==> src/rtl/uart_tx_serializer.sv <==
`default_nettype none
// ============================================================================
// Module      : uart_tx_serializer
// Description : UART transmit path. Byte FIFO feeding an 8N1 serializer.
// Revision    : 1.0 - initial release
// ============================================================================
module uart_tx_serializer #(
    parameter int CLOCK_DIVIDE = 271,
    parameter int ADDR_EXP     = 4,
    parameter int ADDR_DEPTH   = 16
) (
    input  logic                clk,
    input  logic                resetn,
    input  logic [7:0]          tx_byte,
    input  logic                transmit,
    output logic                tx_fifo_full,
    output logic                tx_fifo_empty,
    output logic [ADDR_EXP:0]   tx_fifo_count,
    output logic                busy,
    output logic                tx
);

    localparam int                c_baud_w    = $clog2(CLOCK_DIVIDE);
    localparam logic [c_baud_w-1:0] c_baud_last = c_baud_w'(CLOCK_DIVIDE - 1);
    localparam logic [ADDR_EXP:0] c_depth     = (ADDR_EXP + 1)'(ADDR_DEPTH);

    typedef enum logic [1:0] {
        ST_IDLE  = 2'd0,
        ST_START = 2'd1,
        ST_DATA  = 2'd2,
        ST_STOP  = 2'd3
    } state_t;

    state_t               r_state;
    logic [c_baud_w-1:0]  r_baud;
    logic [2:0]           r_bit;
    logic [7:0]           r_shift;
    logic                 r_tx;
    logic                 r_busy;

    logic [7:0]           r_mem [ADDR_DEPTH];
    logic [ADDR_EXP:0]    r_wr_ptr;
    logic [ADDR_EXP:0]    r_rd_ptr;
    logic                 r_full;
    logic                 r_empty;

    logic                 w_push;
    logic                 w_pop;
    logic                 w_bit_end;
    logic [ADDR_EXP:0]    w_wr_next;
    logic [ADDR_EXP:0]    w_rd_next;
    logic [ADDR_EXP:0]    w_count_next;

    // The registered full flag alone gates pushes, so a same-edge pop never frees a slot early.
    assign w_push       = transmit && !r_full;
    assign w_pop        = (r_state == ST_IDLE) && !r_empty;
    assign w_bit_end    = (r_baud == c_baud_last);
    assign w_wr_next    = r_wr_ptr + (ADDR_EXP + 1)'(w_push);
    assign w_rd_next    = r_rd_ptr + (ADDR_EXP + 1)'(w_pop);
    assign w_count_next = w_wr_next - w_rd_next;

    always_ff @(posedge clk) begin
        if (w_push) begin
            r_mem[r_wr_ptr[ADDR_EXP-1:0]] <= tx_byte;
        end
    end

    always_ff @(posedge clk) begin
        if (!resetn) begin
            r_wr_ptr <= '0;
            r_rd_ptr <= '0;
            r_full   <= 1'b0;
            r_empty  <= 1'b1;
        end else begin
            r_wr_ptr <= w_wr_next;
            r_rd_ptr <= w_rd_next;
            r_full   <= (w_count_next == c_depth);
            r_empty  <= (w_count_next == '0);
        end
    end

    always_ff @(posedge clk) begin
        if (!resetn) begin
            r_state <= ST_IDLE;
            r_baud  <= '0;
            r_bit   <= '0;
            r_shift <= '0;
            r_tx    <= 1'b1;
            r_busy  <= 1'b0;
        end else begin
            case (r_state)
                ST_IDLE: begin
                    r_baud <= '0;
                    r_tx   <= 1'b1;
                    r_busy <= 1'b0;
                    if (w_pop) begin
                        r_shift <= r_mem[r_rd_ptr[ADDR_EXP-1:0]];
                        r_state <= ST_START;
                        r_tx    <= 1'b0;
                        r_busy  <= 1'b1;
                    end
                end
                ST_START: begin
                    if (w_bit_end) begin
                        r_baud  <= '0;
                        r_bit   <= '0;
                        r_state <= ST_DATA;
                        r_tx    <= r_shift[0];
                    end else begin
                        r_baud <= r_baud + 1'b1;
                    end
                end
                ST_DATA: begin
                    if (w_bit_end) begin
                        r_baud  <= '0;
                        r_shift <= {1'b0, r_shift[7:1]};
                        if (r_bit == 3'd7) begin
                            r_state <= ST_STOP;
                            r_tx    <= 1'b1;
                        end else begin
                            r_bit <= r_bit + 1'b1;
                            r_tx  <= r_shift[1];
                        end
                    end else begin
                        r_baud <= r_baud + 1'b1;
                    end
                end
                ST_STOP: begin
                    if (w_bit_end) begin
                        r_baud  <= '0;
                        r_state <= ST_IDLE;
                        r_busy  <= 1'b0;
                    end else begin
                        r_baud <= r_baud + 1'b1;
                    end
                end
                default: begin
                    r_state <= ST_IDLE;
                    r_baud  <= '0;
                    r_tx    <= 1'b1;
                    r_busy  <= 1'b0;
                end
            endcase
        end
    end

    assign tx_fifo_full  = r_full;
    assign tx_fifo_empty = r_empty;
    assign tx_fifo_count = r_wr_ptr - r_rd_ptr;
    assign busy          = r_busy;
    assign tx            = r_tx;

endmodule
`default_nettype wire

==> config.mk <==
export PLATFORM = sky130hd
export DESIGN_NAME = uart_tx_serializer
export DESIGN_NICKNAME = d
export VERILOG_FILES = /design/src/rtl/uart_tx_serializer.sv
export SDC_FILE = /design/constraint.sdc
export NUM_CORES = 1
export LEC_CHECK = 0
export CAP_MARGIN = 20
export CORE_UTILIZATION = 30
export CTS_CLUSTER_SIZE = 40
export DETAILED_ROUTE_END_ITERATION = 12
export GPL_ROUTABILITY_DRIVEN = 1
export PLACE_DENSITY_LB_ADDON = 0.05
export REMOVE_ABC_BUFFERS = 1
export SYNTH_ARGS = -nofsm -noshare
export SYNTH_HDL_FRONTEND = slang
export SYNTH_SLANG_ARGS = --single-unit
==> constraint.sdc <==
create_clock -name clk -period 3.2 [get_ports clk]
set_input_delay 0.64 -clock clk [delete_from_list [all_inputs] [get_ports clk]]
set_output_delay 0.64 -clock clk [all_outputs]
set_load 0.01 [all_outputs]
After elaboration in Yosys (flattened, before gate mapping):

Memory sizes are Yosys's and may differ from the RTL's. A register that Yosys moved wholly into a read port is not among the register bits.
Cells that the tools add are included.

* word-level logic and storage cells: 71
* flip-flop bits (word level): 36
* memories kept: 1
* bits in read-only memories: 0
* RAM bits: 128
* bits in latches: 0

* bitwise logic cells: 0
* div/mod/pow operators: 0
* reductions and logical operators: 16
* $add $sub $neg: 6
* muxes and demuxes: 26
* multipliers: 0
* shift operators: 0
* $lt $le $gt $ge: 0
* equality and inequality tests: 12

Memories
* r_mem: words 16, width 8, read ports 1, clocked after Yosys merged registers in 1, wr ports 1, line 41 `logic [7:0] r_mem [ADDR_DEPTH];`

Operators with widths (count)
* 9-bit case mux with 2 select lines: 1
* 8-bit 2-to-1 mux: 2
* 8-bit case mux with 2 select lines: 1
* 2-bit != test, second input constant: 6
* 5-bit by 1-bit adder with 5-bit output: 2
* 2-bit 2-to-1 mux: 5
* 5-bit subtractor: 2
* 9-bit by 1-bit adder with 9-bit output, second input constant: 1
* 9-bit == test, second input constant: 1
* 3-bit 2-to-1 mux: 3
* 9-bit 2-to-1 mux: 1
* 1-bit 2-to-1 mux: 8
* 2-bit case mux with 4 select lines: 1
* 3-bit case mux with 2 select lines: 1
* 3-bit AND reduction: 2
* 2-bit nonzero test: 3
* 5-bit == test, second input constant: 1
* 5-bit logical NOT: 1
* 5-bit AND reduction: 1
* 2-bit == test, second input constant: 2
* 4-bit 2-to-1 mux: 1
* 4-bit AND reduction: 1
* 3-bit by 1-bit adder with 3-bit output, second input constant: 1
* 3-bit == test, second input constant: 1
* 9 further kinds: 11

Depth between registers and ports, before layout:

* depth after elaboration: 5
* mapped depth: 12

Least setup slack after synthesis:

Ideal clock, no wire load.

* kind: input-to-reg
* start: in transmit
* end: reg r_full (netlist: tx_fifo_full)
* setup time: 0.080 ns
* data required time: 3.120 ns
* buffers on the path: 0
* arrival: 2.539 ns
* setup slack: 0.581 ns
* stages: 9
* cell sequence: nor2b_1 ha_1 ha_1 ha_1 nor2b_1 a2111o_1 a21oi_1 o211ai_1 nor3b_1

* word-level cells in the longest chain between the ends: 4

Ends and longest elaborated chain
* from (decl): line 15 `input logic transmit,`
* 1-bit logical AND: line 55 `assign w_push = transmit && !r_full;`
* 5-bit by 1-bit adder with 5-bit output: line 58 `assign w_wr_next = r_wr_ptr + (ADDR_EXP + 1)'(w_push);`
* named net w_wr_next[1]: line 50 `logic [ADDR_EXP:0] w_wr_next;`
* 5-bit subtractor: line 60 `assign w_count_next = w_wr_next - w_rd_next;`
* 5-bit == test: line 77 `r_full <= (w_count_next == c_depth);`
* to (signal assigned): line 77
* to (decl): line 44 `logic r_full;`

The timed path passes the listed nets, and every way through them passes these cells.
A chain may end at the register's enable or synchronous reset.

Final worst setup path:

* start: reg r_rd_ptr[1]
* end: out tx_fifo_count[3]

* word-level cells in the longest chain between the ends: 1

Ends and longest elaborated chain
* from (decl): line 43 `logic [ADDR_EXP:0] r_rd_ptr;`
* from (signal assigned): line 76 `r_rd_ptr <= w_rd_next;`
* 5-bit subtractor: line 149 `assign tx_fifo_count = r_wr_ptr - r_rd_ptr;`
* to (decl): line 18 `output logic [ADDR_EXP:0] tx_fifo_count,`

Every way passes these cells.

==> results.toml <==
[detailed_routing]
vias = 3743
wirelength_um = 15000
vias_per_cell = 4.874
drt_iter0_drc = 191
ant_nets = 0
first_pass_iters = 4
drc = 0
wire_per_inst_um = 19.53

[setup_path]
rr_worst_depth = 12
crit_arrival_ns = 2.36
cp_cell_sequence = "inv_1, ha_1, a21o_1, a21oi_1, xnor2_1, clkdlybuf4s50_1"
slowest_stage = "dfxtp_2"
worstPathRequired_ns = 2.56
r2r-end = "tx_fifo_full"
cp_num_buf_inv = 2
crit_path_start_kind = "flip-flop"
crit_fanout = 15
r2r-start = "r_state[0]"
worst_setup_path_end_kind = "output port"
rrSetupSlack_ns = 0.37
critPathTopFamily = "buffers and inverters"
crit_type = "reg -> out"
slowest_delay_ns = 0.57

[sta]
slew_violations = 0
max_freq_mhz = 333.5
finalCritPeriodShare = 0.9370
worst_pin_slew_ns = 0.7104
period_minus_slack_ns = 2.998
rsz0062_at_grt = "no"
finalClockSkew_ns = 0.01441
finalHoldViolations = 0
setup_viol = 0
relSlewSlack = 0.5264

[clocking]
root_buffer = "clkbuf_16"
cts_buffer_depth = 2
htreeDepth = 4
cts-hold-fix-buffers = 0
clk_pin_slew_ns = 0.07
numCtsBuffers = 17
cts_tree = "done"
cts_setup_buffers = 0
cts.sinks = 164
clk_latency_ns = 0.42

[min_path]
min_to = "r_shift[7]"
min_path_type = "reg -> reg"
hp-start = "r_shift[7]"
hold_depth = 2

[logic_synthesis]
syn_area_um2 = 6859
synth_top_family_by_area = "multiplexers"
synth_xor_area_frac = 0.02426
yosys.area_share.adder = 0.03940
synthTopCellsByCount = "edfxtp_1, dfxtp_1, nor2_1, mux4_2, nand2_1"
synth_mux_area_frac = 0.1231
synth-seq-cells = 164
synth_cell_types = 49
synthTopCellsByArea = "edfxtp_1, dfxtp_1, mux4_2, ha_1, nor2_1"
postSynthCellCount = 431
synth.largest_area_cell = "edfxtp_1"
yosys_warnings = 0
async_flop_share = 0
ys.flop_type = "edfxtp_1"
seq_area_frac_synth = 0.6655
synth_compound_area_frac = 0.05491
yosysMostFrequentCell = "edfxtp_1"
synth_edf_count = 128
avgSynthCellArea_um2 = 15.91
synthSimpleGateAreaFrac = 0.07023
synth_top_area_frac = 0.5604

[finish]
syn_to_final_growth_pct = 18.15
nFillCells = 2096
final_cell_area_um2 = 8104
antennaDiodeCount = 0
nets = 507
finalNonFillerCells = 768
post-route-util = 0.3668
final_layout_size_suffix_gt1_frac = 0.1844

[global_routing]
grt_pass1_vias = 3900
grt_antenna_before_repair = 0
grt_pass1_wl_um = 23310
grt_max_degree = 33
grt_overflow = 0
grt_usage = 0.1368

[die]
ios = 20
start_util = 0.3105
dieArea_um2 = 23470
dieHeight_um = 153.2
coreArea_um2 = 22090
rows = 54
die_x_um = 153.2

[placement]
gp_congestion = 0.7724
placedCellCount = 736
io_buffers = 19
place_area_um2 = 7480
dpl.hpwl_um = 9996

[pwr]
powerDensity_nw_per_um2 = 800.7
vdd_drop_max_uv = 343.2
leakage_uw = 0.002761

[status]
status = "complete, no violations"

[flow_run]
drv_cap = 0
-- area by class of cell --
type / instances / area [µm²] / area share
clock buffer: 18 / 429.2 / 0.05296
multi-input combinational: 234 / 2140 / 0.2640
timing repair buffer: 42 / 365.4 / 0.04508
clock inverter: 14 / 191.4 / 0.02362
inverter: 16 / 60.06 / 0.007411
tap: 280 / 350.3 / 0.04323
sequential: 164 / 4568 / 0.5637
-- metrics by stage --
stage          worst slack [ns]  hold slack [ns]  total power (µW)  TNS [ns]
2_1_floorplan          -0.07161           0.4282              3793   -0.1622
3_3_place_gp            0.08189           0.4475              4396         0
3_5_place_dp            0.01926           0.4494              4407         0
4_1_cts                0.006712           0.4660              6581         0
5_1_grt                 0.06718           0.5039              6847         0
6_report                 0.2015           0.4638              6489         0
-- layer usage --
| metal | vias to the layer above | GRT usage | wire length (µm) |
|---|---|---|---|
| met5 | - | 0 | 0 |
| met4 | 0 | 0.04040 | 131 |
| met3 | 10 | 0.03402 | 411 |
| met2 | 40 | 0.2183 | 7082 |
| met1 | 1932 | 0.1836 | 7372 |
| li1 | 1761 | - | - |
-- worst max path at each step --
stage,from,to,depth (start not counted)
3_3_place_gp,transmit,tx_fifo_full,10
3_5_place_dp,transmit,tx_fifo_full,10
5_1_grt,r_rd_ptr[1],tx_fifo_count[3],6
2_1_floorplan,r_rd_ptr[0],tx_fifo_full,8
6_report,r_rd_ptr[1],tx_fifo_count[3],6
4_1_cts,r_wr_ptr[0],tx_fifo_count[4],8
-- logic make-up (layout without fill, tap and decap cells) --
kind of cell | count (synthesis) | after routing
DFF | 164 | 164
buffers and inverters | 33 | 90
adders and majority gates | 21 | 21
and+or+nand+nor | 100 | 100
AOI/OAI and AO/OA | 52 | 52
xor gates and xnor gates | 19 | 19
muxes | 42 | 42
-- repair_timing --
| action | CTS | global route |
|---|---|---|
| resized for setup | 0 | 2 |
| endpoints found under the hold margin | 0 | 0 |
| endpoints found under the setup margin | 0 | 1 |
-- cell usage in the layout (no fill, tap or decap), types with 4 or more instances in the layout --
master	n
a21oi_1	16
a32o_1	7
and2_1	5
buf_4	23
clkbuf_16	17
clkdlybuf4s50_1	18
dfxtp_1	33
edfxtp_1	128
ha_1	20
inv_1	15
inv_6	4
inv_8	4
mux2i_1	9
mux4_2	30
nand2_1	22
nand2b_1	7
nand3_1	12
nand4_1	4
nor2_1	33
nor3_1	4
o21ai_0	5
o221ai_1	7
xnor2_1	9
xor2_1	10
-- registers in the layout, summed over array words and instances, names as in the netlist --
name,flops
r_state,2
tx_fifo_full,1
tx,1
r_baud,9
r_mem,128
busy,1
r_shift,8
r_rd_ptr,5
r_bit,3
tx_fifo_empty,1
r_wr_ptr,5
-- tightest hold or removal path: stages (launching register included) --
cell and delay [ns]:
dfxtp_1 0.31, nand2_1 0.05, o21ai_1 0.05
-- power by group --
part	switching [µW]	internal (µW)
sequential	103	2460
combinational	928	845
clock	894	1260
Note: power is estimated with default switching activity, not from simulation.
